### config.mk
export PLATFORM = sky130hd
export DESIGN_NAME = uart_tx_arbiter_flat
export DESIGN_NICKNAME = d
export VERILOG_FILES = /design/src/rtl/uart_tx_arbiter_if.sv /design/src/rtl/uart_tx_arbiter.sv /design/src/flat_wrapper.sv
export SDC_FILE = /design/constraint.sdc
export NUM_CORES = 1
export LEC_CHECK = 0
export BUFFER_PORTS_ARGS = -buffer_cell sky130_fd_sc_hd__buf_4
export CORE_ASPECT_RATIO = 2
export CORE_MARGIN = 3
export CORE_UTILIZATION = 56
export CTS_BUF_LIST = sky130_fd_sc_hd__clkbuf_2 sky130_fd_sc_hd__clkbuf_4 sky130_fd_sc_hd__clkbuf_8
export DETAILED_ROUTE_END_ITERATION = 6
export PLACE_DENSITY = 0.87
export SLEW_MARGIN = 0
export SYNTH_ARGS = -nofsm -noshare
export SYNTH_HDL_FRONTEND = slang
export SYNTH_SLANG_ARGS = --single-unit
export TNS_END_PERCENT = 20
### constraint.sdc
create_clock -name clk -period 2.58 [get_ports clk]
set_clock_uncertainty 0.1 [all_clocks]
set_input_delay 0.387 -clock clk [delete_from_list [all_inputs] [get_ports clk]]
set_output_delay 0.387 -clock clk [all_outputs]
set_load 0.01 [all_outputs]
### src/rtl/uart_tx_arbiter_if.sv
// Byte-producer handshake bundle shared by the requesters and the UART transmit arbiter.
// Requester i drives req_data[i*DATA_BITS +: DATA_BITS]; req_ready is a one-hot accept strobe.
interface uart_tx_arbiter_if #(
    parameter int NUM_REQ   = 4,
    parameter int DATA_BITS = 8
);
    logic [NUM_REQ-1:0]           req_valid;
    logic [NUM_REQ*DATA_BITS-1:0] req_data;
    logic [NUM_REQ-1:0]           req_ready;

    modport master (
        output req_valid,
        output req_data,
        input  req_ready
    );

    modport slave (
        input  req_valid,
        input  req_data,
        output req_ready
    );
endinterface

### src/rtl/uart_tx_arbiter.sv
// Round-robin arbiter that shares one 8N1 UART transmit line among NUM_REQ byte producers.
// Bit timing comes from an external OVERSAMPLE x baud tick; one frame completes before the next grant.
module uart_tx_arbiter #(
    parameter int NUM_REQ    = 4,
    parameter int DATA_BITS  = 8,
    parameter int OVERSAMPLE = 16
) (
    input  logic                       clk,
    input  logic                       rst_n,
    input  logic                       tick,
    uart_tx_arbiter_if.slave           bus,
    output logic                       txd,
    output logic                       busy,
    output logic [$clog2(NUM_REQ)-1:0] grant_id,
    output logic                       frame_done
);
    localparam int PTR_W = $clog2(NUM_REQ);
    localparam int TC_W  = $clog2(OVERSAMPLE);
    localparam int BC_W  = $clog2(DATA_BITS + 1);

    typedef enum logic [1:0] {IDLE, START, DATA, STOP} state_t;

    state_t               state, state_d;
    logic [TC_W-1:0]      tick_cnt, tick_cnt_d;
    logic [BC_W-1:0]      bit_cnt, bit_cnt_d;
    logic [DATA_BITS-1:0] shreg, shreg_d;
    logic [PTR_W-1:0]     ptr, ptr_d, grant_d, win;
    logic [PTR_W:0]       scan;
    logic                 any_valid, bit_end, txd_d, frame_done_d;
    logic [NUM_REQ-1:0]   ready_oh;
    logic [DATA_BITS-1:0] req_word [NUM_REQ];

    always_comb begin
        for (int i = 0; i < NUM_REQ; i++) begin
            req_word[i] = bus.req_data[i*DATA_BITS +: DATA_BITS];
        end
    end

    // Scan downward in priority so the candidate closest to ptr is assigned last and wins.
    always_comb begin
        win       = '0;
        any_valid = 1'b0;
        scan      = '0;
        for (int i = NUM_REQ - 1; i >= 0; i--) begin
            scan = {1'b0, ptr} + (PTR_W+1)'(i);
            if (scan >= (PTR_W+1)'(NUM_REQ)) begin
                scan = scan - (PTR_W+1)'(NUM_REQ);
            end
            if (bus.req_valid[scan[PTR_W-1:0]]) begin
                win       = scan[PTR_W-1:0];
                any_valid = 1'b1;
            end
        end
    end

    always_comb begin
        ready_oh = '0;
        if (state == IDLE && any_valid) begin
            ready_oh[win] = 1'b1;
        end
    end

    assign bus.req_ready = ready_oh;
    assign busy          = (state != IDLE);
    assign bit_end       = tick && (tick_cnt == TC_W'(OVERSAMPLE - 1));

    always_comb begin
        state_d      = state;
        tick_cnt_d   = tick_cnt;
        bit_cnt_d    = bit_cnt;
        shreg_d      = shreg;
        ptr_d        = ptr;
        grant_d      = grant_id;
        frame_done_d = 1'b0;

        if (tick && state != IDLE) begin
            tick_cnt_d = bit_end ? '0 : tick_cnt + 1'b1;
        end

        unique case (state)
            IDLE: begin
                if (any_valid) begin
                    shreg_d    = req_word[win];
                    grant_d    = win;
                    ptr_d      = (win == PTR_W'(NUM_REQ - 1)) ? '0 : win + 1'b1;
                    tick_cnt_d = '0;
                    bit_cnt_d  = '0;
                    state_d    = START;
                end
            end
            START: begin
                if (bit_end) begin
                    state_d = DATA;
                end
            end
            DATA: begin
                if (bit_end) begin
                    shreg_d   = shreg >> 1;
                    bit_cnt_d = bit_cnt + 1'b1;
                    if (bit_cnt == BC_W'(DATA_BITS - 1)) begin
                        state_d = STOP;
                    end
                end
            end
            STOP: begin
                if (bit_end) begin
                    state_d      = IDLE;
                    frame_done_d = 1'b1;
                end
            end
            default: state_d = IDLE;
        endcase

        // txd is registered from the next state so each bit edge lands one cycle after its tick.
        unique case (state_d)
            START:   txd_d = 1'b0;
            DATA:    txd_d = shreg_d[0];
            default: txd_d = 1'b1;
        endcase
    end

    always_ff @(posedge clk or negedge rst_n) begin
        if (!rst_n) begin
            state      <= IDLE;
            tick_cnt   <= '0;
            bit_cnt    <= '0;
            ptr        <= '0;
            grant_id   <= '0;
            txd        <= 1'b1;
            frame_done <= 1'b0;
        end else begin
            state      <= state_d;
            tick_cnt   <= tick_cnt_d;
            bit_cnt    <= bit_cnt_d;
            ptr        <= ptr_d;
            grant_id   <= grant_d;
            txd        <= txd_d;
            frame_done <= frame_done_d;
        end
    end

    // Payload register carries no reset; it is always loaded before being shifted out.
    always_ff @(posedge clk) begin
        shreg <= shreg_d;
    end
endmodule

### src/flat_wrapper.sv
// flat-port wrapper written by rule: the top's interface ports become plain ports
module uart_tx_arbiter_flat 
#(
    parameter int NUM_REQ    = 4,
    parameter int DATA_BITS  = 8,
    parameter int OVERSAMPLE = 16
)
  (clk, rst_n, tick, txd, busy, grant_id, frame_done, bus_req_valid, bus_req_data, bus_req_ready);
  uart_tx_arbiter_if #(.NUM_REQ(NUM_REQ), .DATA_BITS(DATA_BITS)) bus_i ();
  input  logic clk;
  input  logic rst_n;
  input  logic tick;
  output logic txd;
  output logic busy;
  output logic [$clog2(NUM_REQ)-1:0] grant_id;
  output logic frame_done;
  input wire logic [$bits(bus_i.req_valid)-1:0] bus_req_valid;
  input wire logic [$bits(bus_i.req_data)-1:0] bus_req_data;
  output wire logic [$bits(bus_i.req_ready)-1:0] bus_req_ready;
  assign bus_i.req_valid = bus_req_valid;
  assign bus_i.req_data = bus_req_data;
  assign bus_req_ready = bus_i.req_ready;
  uart_tx_arbiter #(.NUM_REQ(NUM_REQ), .DATA_BITS(DATA_BITS), .OVERSAMPLE(OVERSAMPLE)) u_core (.clk(clk), .rst_n(rst_n), .tick(tick), .bus(bus_i), .txd(txd), .busy(busy), .grant_id(grant_id), .frame_done(frame_done));
endmodule
-- Word-level counts from Yosys, hierarchy flattened
Cells that the tools add are included.
- latch bits: 0
- word-level logic and storage cells: 96
- ROM bits: 0
- memories: 0
- flip-flop bits (word level): 24
- output and inout bits: 9
- RAM bits: 0
- bits of input ports: 39
- divide/modulo/power cells: 0
- multiply operators: 0
- muxes and demuxes: 46
- magnitude comparators: 11
- shift-type cells: 0
- reduce and logical (&&, ||, !) cells: 9
- bitwise operators: 1
- equal/unequal tests: 10
- $add $sub $neg: 10
- operators with widths (kind ; count):
    $mux 8 ; 4
    $mux 2 ; 14
    $mux 4 ; 7
    $bmux 8 s2 ; 1
    $pmux 8 s2 ; 1
    $lt 2x3->1 const B ; 5
    $ge 3x3->1 const B ; 4
    $mux 1 ; 11
    $add 4x1->4 const B ; 2
    $bmux 1 s2 ; 4
    $eq 2x2->1 const B ; 4
    $pmux 2 s4 ; 1
    $pmux 4 s2 ; 1
    $sub 2x1->2 const B ; 4
    $add 2x2->3 const B ; 2
    $eq 2x1->1 const B ; 2
    $eq 4x3->1 const B ; 1
    $eq 4x4->1 const B ; 1
    $logic_and 1x1->1 ; 4
    $ne 2x1->1 const B ; 2
    $reduce_bool 2->1 ; 2
    $add 2x1->3 const B ; 1
    $ge 2x3->1 const B ; 1
    $not 2->3 ; 1
    other kinds (7) ; 7

-- Longest topological paths before layout
- depth in word-level cells: 16
- mapped depth: 7
- depth with buffers taken out: 6

-- Least setup slack after synthesis
OpenSTA, ideal clock, no wires.
- path kind: input port to output port
- start point: input bus_req_valid[2]
- end point: output bus_req_ready[0]
- stages: 6
- arrival time: 1.531 ns
- path buffers: 0
- required time: 2.093 ns
- setup slack: 0.562 ns
- path through: nor2b_1 a21o_1 a211oi_2 inv_1 ha_1 and3_1
- word-level cells in the longest chain between the ends: 11
- elaborated cells on any way between the ends: 23
- classes of those cells: 2 x order compare; 19 x mux; 2 x reduce/logical
- ends and longest elaborated chain (item ; RTL line ; source):
    from (decl) ; flat_wrapper.sv:17 ; input wire logic [$bits(bus_i.req_valid)-1:0] bus_req_valid;
    $bmux 1 s2 ; uart_tx_arbiter.sv:49 ; if (bus.req_valid[scan[PTR_W-1:0]]) begin
    $mux 1 (implied by the code) ; uart_tx_arbiter.sv:49 ;
    $mux 2 (3 in series) ; uart_tx_arbiter.sv:49 ;
    $mux 2 * ; uart_tx_arbiter.sv:49 ;
    via u_core.win[0] ; uart_tx_arbiter.sv:27 ; logic [PTR_W-1:0] ptr, ptr_d, grant_d, win;
    $lt 2x3->1 (implied by the code) / $ge 2x1->1 (equally long branches) ; uart_tx_arbiter.sv:59 ; ready_oh[win] = 1'b1;
    $logic_and 1x1->1 (implied by the code) ; uart_tx_arbiter.sv:59 ;
    $mux 1 (implied by the code) ; uart_tx_arbiter.sv:59 ;
    $demux 1 s2 * ; n/a ;
    $mux 4 * ; uart_tx_arbiter.sv:58 ; if (state == IDLE && any_valid) begin
    to (decl) ; flat_wrapper.sv:19 ; output wire logic [$bits(bus_i.req_ready)-1:0] bus_req_ready;
Mark *: on every way through the listed nets, which the timed path passes. The rest lies on a longest branch. The select of a mux whose other input is x is not followed.

-- Worst setup path in the final report
- start point: register u_core.ptr[0]
- end point: output bus_req_ready[2]
- word-level cells in the longest chain between the ends: 14
- elaborated cells on any way between the ends: 38
- classes of those cells: 7 x add/sub; 6 x order compare; 23 x mux; 2 x reduce/logical
- ends and longest elaborated chain (item ; RTL line ; source):
    from (decl) ; uart_tx_arbiter.sv:27 ;
    from (signal assigned) ; uart_tx_arbiter.sv:135 ; ptr <= ptr_d;
    $add 2x2->3 ; uart_tx_arbiter.sv:45 ; scan = {1'b0, ptr} + (PTR_W+1)'(i);
    $ge 3x3->1 / $sub 2x1->2 (equally long branches) ; uart_tx_arbiter.sv:46, uart_tx_arbiter.sv:47 ;
    $mux 2 ; uart_tx_arbiter.sv:46 ; if (scan >= (PTR_W+1)'(NUM_REQ)) begin
    $bmux 1 s2 ; uart_tx_arbiter.sv:49 ;
    $mux 1 (implied by the code) ; uart_tx_arbiter.sv:49 ;
    $mux 2 (3 in series) ; uart_tx_arbiter.sv:49 ;
    $mux 2 * ; uart_tx_arbiter.sv:49 ;
    via u_core.win[0] ; uart_tx_arbiter.sv:27 ;
    $lt 2x3->1 (implied by the code) / $ge 2x1->1 (equally long branches) ; uart_tx_arbiter.sv:59 ;
    $logic_and 1x1->1 (implied by the code) ; uart_tx_arbiter.sv:59 ;
    $mux 1 (implied by the code) ; uart_tx_arbiter.sv:59 ;
    $demux 1 s2 * ; n/a ;
    $mux 4 * ; uart_tx_arbiter.sv:58 ;
Marks and branches as above.

==> impl_metrics.tcl <==
set metrics [dict create \
    synth_area_um2 1500 \
    cp_slowest_cell "dfrtp_1" \
    fmax_ghz 0.414 \
    portBuffers 47 \
    start_kind "flop" \
    drt_pre_antenna_iters 4 \
    drt_iter0_drc 21 \
    cp_max_fo 5 \
    drv_slew 0 \
    place.gp.congestion 0.805 \
    finalSetupTns_ns 0 \
    placed_cells 230 \
    path_class "reg2out" \
    dpl.hpwl_um 3310 \
    drive_gt1_share_pct 30.4 \
    vias 1398 \
    path_clk_slew_ns 0.09 \
    hold_buffers 1 \
    cts.sinks 24 \
    track_usage_pct 26.4 \
    drc 0 \
    drv_cap 0 \
    cts_buffers 3 \
    power.leakage_nw 0.958 \
    async_flop_share_pct 66.7 \
    ys_seq_elements 24 \
    postRouteAntennaNets 0 \
    cp_data_arrival_time_ns 1.93 \
    antennaDiodeCount 0 \
    ys_seq_area_share_pct 42.1 \
    tightest_slew_ns 0.525 \
    grt_pass1_wl_um 6700 \
    fin_cells 235 \
    required_ns 2.09 \
    multi_input_area_um2 813 \
    clkLatencyLatePin_ns 0.27 \
    grt_max_degree 17 \
    grt_antenna_before_repair 0 \
    cp_cell_sequence "nor2b_1 -> a21o_1 -> a211oi_2 -> inv_1 -> ha_1 -> and3_1 -> buf_4" \
    power_density_nw_per_um2 863 \
    hold_violations 0 \
    syn_inst 156 \
    dieArea_um2 3370 \
    cts-root-buf "clkbuf_8" \
    yosysWarningCount 0 \
    core_um2 2570 \
    grt_pass1_vias 1533 \
    die-width_um 42.6 \
    fill_cells 189 \
    ff_latch_area_um2 632 \
    synth_edf_count 7 \
    syn2layout_area_growth_pct 30.6 \
    cts_setup_buffers 0 \
    post-route-util_pct 76.2 \
    synth_nets 201 \
    final.period_utilization_pct 93.7 \
    cts.repair.resized 0 \
    grt_overflow 0 \
    synth_cell_types 37 \
    max_stage_delay_ns 0.40 \
    wl_per_cell_um 17.3 \
    viasPerCell 5.95 \
    crit_path_end_kind "output port" \
    num_rows 26 \
    min_path_type "in2reg" \
    start_util_pct 58.4 \
    syn_area_per_cell_um2 9.62 \
    tritoncts "done" \
    die_h_um 79.2 \
    htreeDepth 1 \
    irDropWorstVdd_uv 649 \
    clock_path_buffers 2 \
    status "complete, no violations" \
    ios 48 \
    rsz0062_at_grt "false" \
    fin_crit_ns 2.42 \
    routed_wl_um 4060 \
    slew-limit-headroom_pct 64.8 \
    setup_viol 0 \
    synth_top_flop_cell "dfrtp_1" \
    finalNetCount 253 \
]
report_power, final:
part	switching [mW]	total (mW)	internal (mW)	leakage, nW
sequential	0.108	0.630	0.522	0.275
clock	0.130	0.338	0.208	0.0357
combinational	0.404	0.723	0.320	0.647
final timing paths:
path                                    startpoint            endpoint  slack, ns  cells past startpoint
worst max-delay path                 u_core.ptr[0]    bus_req_ready[2]       0.16                      7
worst min-delay path               bus_req_data[8]     u_core.shreg[0]       0.37                      3
worst max register to register  u_core.tick_cnt[0]   u_core.bit_cnt[3]       0.46                      6
worst min register to register  u_core.grant_id[1]  u_core.grant_id[1]       0.39                      2
max in group asynchronous                    rst_n          u_core.txd       1.73                      2
min in group asynchronous                    rst_n  u_core.tick_cnt[2]       0.40                      2
layout make-up:
cell class / instances / share of cell area, %
multi-input cells: 122 / 41.5
flip-flops and latches: 24 / 32.2
repair buffers: 51 / 19.7
clock buffers: 3 / 2.11
well taps: 28 / 1.79
clock inverters: 1 / 1.53
inverters: 6 / 1.15
cells in the final DEF, fill, tap and decap left out, types with 3 or more instances in the layout:
cell / netlist / routed
a21oi_1: 7 / 7
and3_1: 6 / 6
buf_4: 0 / 50
clkbuf_8: 0 / 3
dfrtp_1: 15 / 15
edfxtp_1: 7 / 7
ha_1: 6 / 6
inv_1: 6 / 6
mux2i_1: 15 / 15
nand2_1: 28 / 28
nand2b_1: 3 / 3
nand3_1: 5 / 5
nor2_1: 12 / 12
o21ai_0: 6 / 6
o221ai_1: 6 / 6
xor2_1: 4 / 4
metrics by stage:
step                      cell area, µm²  setup slack, ns  hold WS, ns  power [mW]
after CTS                           1960            0.204        0.371        1.69
after global placement              1880            0.459        0.154        1.30
after detailed placement            1880            0.308        0.159        1.35
after global routing                1960           0.0951        0.374        1.80
final                               1960            0.163        0.374        1.69
after floorplan                     1500            0.562     -0.00859        1.11
metal layers:
layer  vias up  global-route usage (%)  share of wire (%)
met2        51                    51.4                 59
met1       670                    25.7                 34
met5         -                       0                  0
met3        16                    3.17                3.7
li1        661                       -                  -
met4         0                    13.4                3.9
sequential cells by signal (all words and copies together) (netlist names):
name,count
u_core.state,2
u_core.tick_cnt,4
u_core.grant_id,2
u_core.ptr,2
u_core.frame_done,1
u_core.bit_cnt,4
u_core.txd,1
u_core.shreg,8
worst max-delay path, delay by kind of cell (launching register included):
family                     cells  cell delay (ns)
AOI/OAI and AO/OA              2             0.48
and+or+nand+nor                2             0.25
buffers and inverters          2             0.30
DFF                            1             0.40
adders and majority gates      1             0.23
Yosys cell counts, drive strengths merged (2+ instances only):
library cell / count / area, µm²
nand3: 5 / 25.0
xor2: 4 / 35.0
o21ai: 6 / 30.0
inv: 6 / 22.5
nor2: 13 / 56.3
mux2i: 15 / 150
o221ai: 6 / 52.6
a21oi: 8 / 43.8
ha: 6 / 75.1
and3: 6 / 37.5
nor2b: 2 / 12.5
nand2b: 3 / 18.8
nand4: 2 / 12.5
edfxtp: 7 / 210
nor3: 2 / 10.0
buf: 3 / 27.5
dfrtp: 15 / 375
a22o: 2 / 17.5
and2: 2 / 15.0
nand2: 28 / 105
a21o: 2 / 15.0
a211oi: 2 / 25.0
cells by family (layout without fill, tap and decap cells):
family | count (synthesis) | count (layout) | synth area share, %
xor gates and xnor gates | 4 | 4 | 2.34
AOI/OAI and AO/OA | 30 | 30 | 14.8
adders and majority gates | 6 | 6 | 5.00
buffers and inverters | 10 | 61 | 3.67
DFF | 24 | 24 | 42.1
and+or+nand+nor | 67 | 67 | 22.1
muxes | 15 | 15 | 10.0
Power figures use the tool's default switching activity.
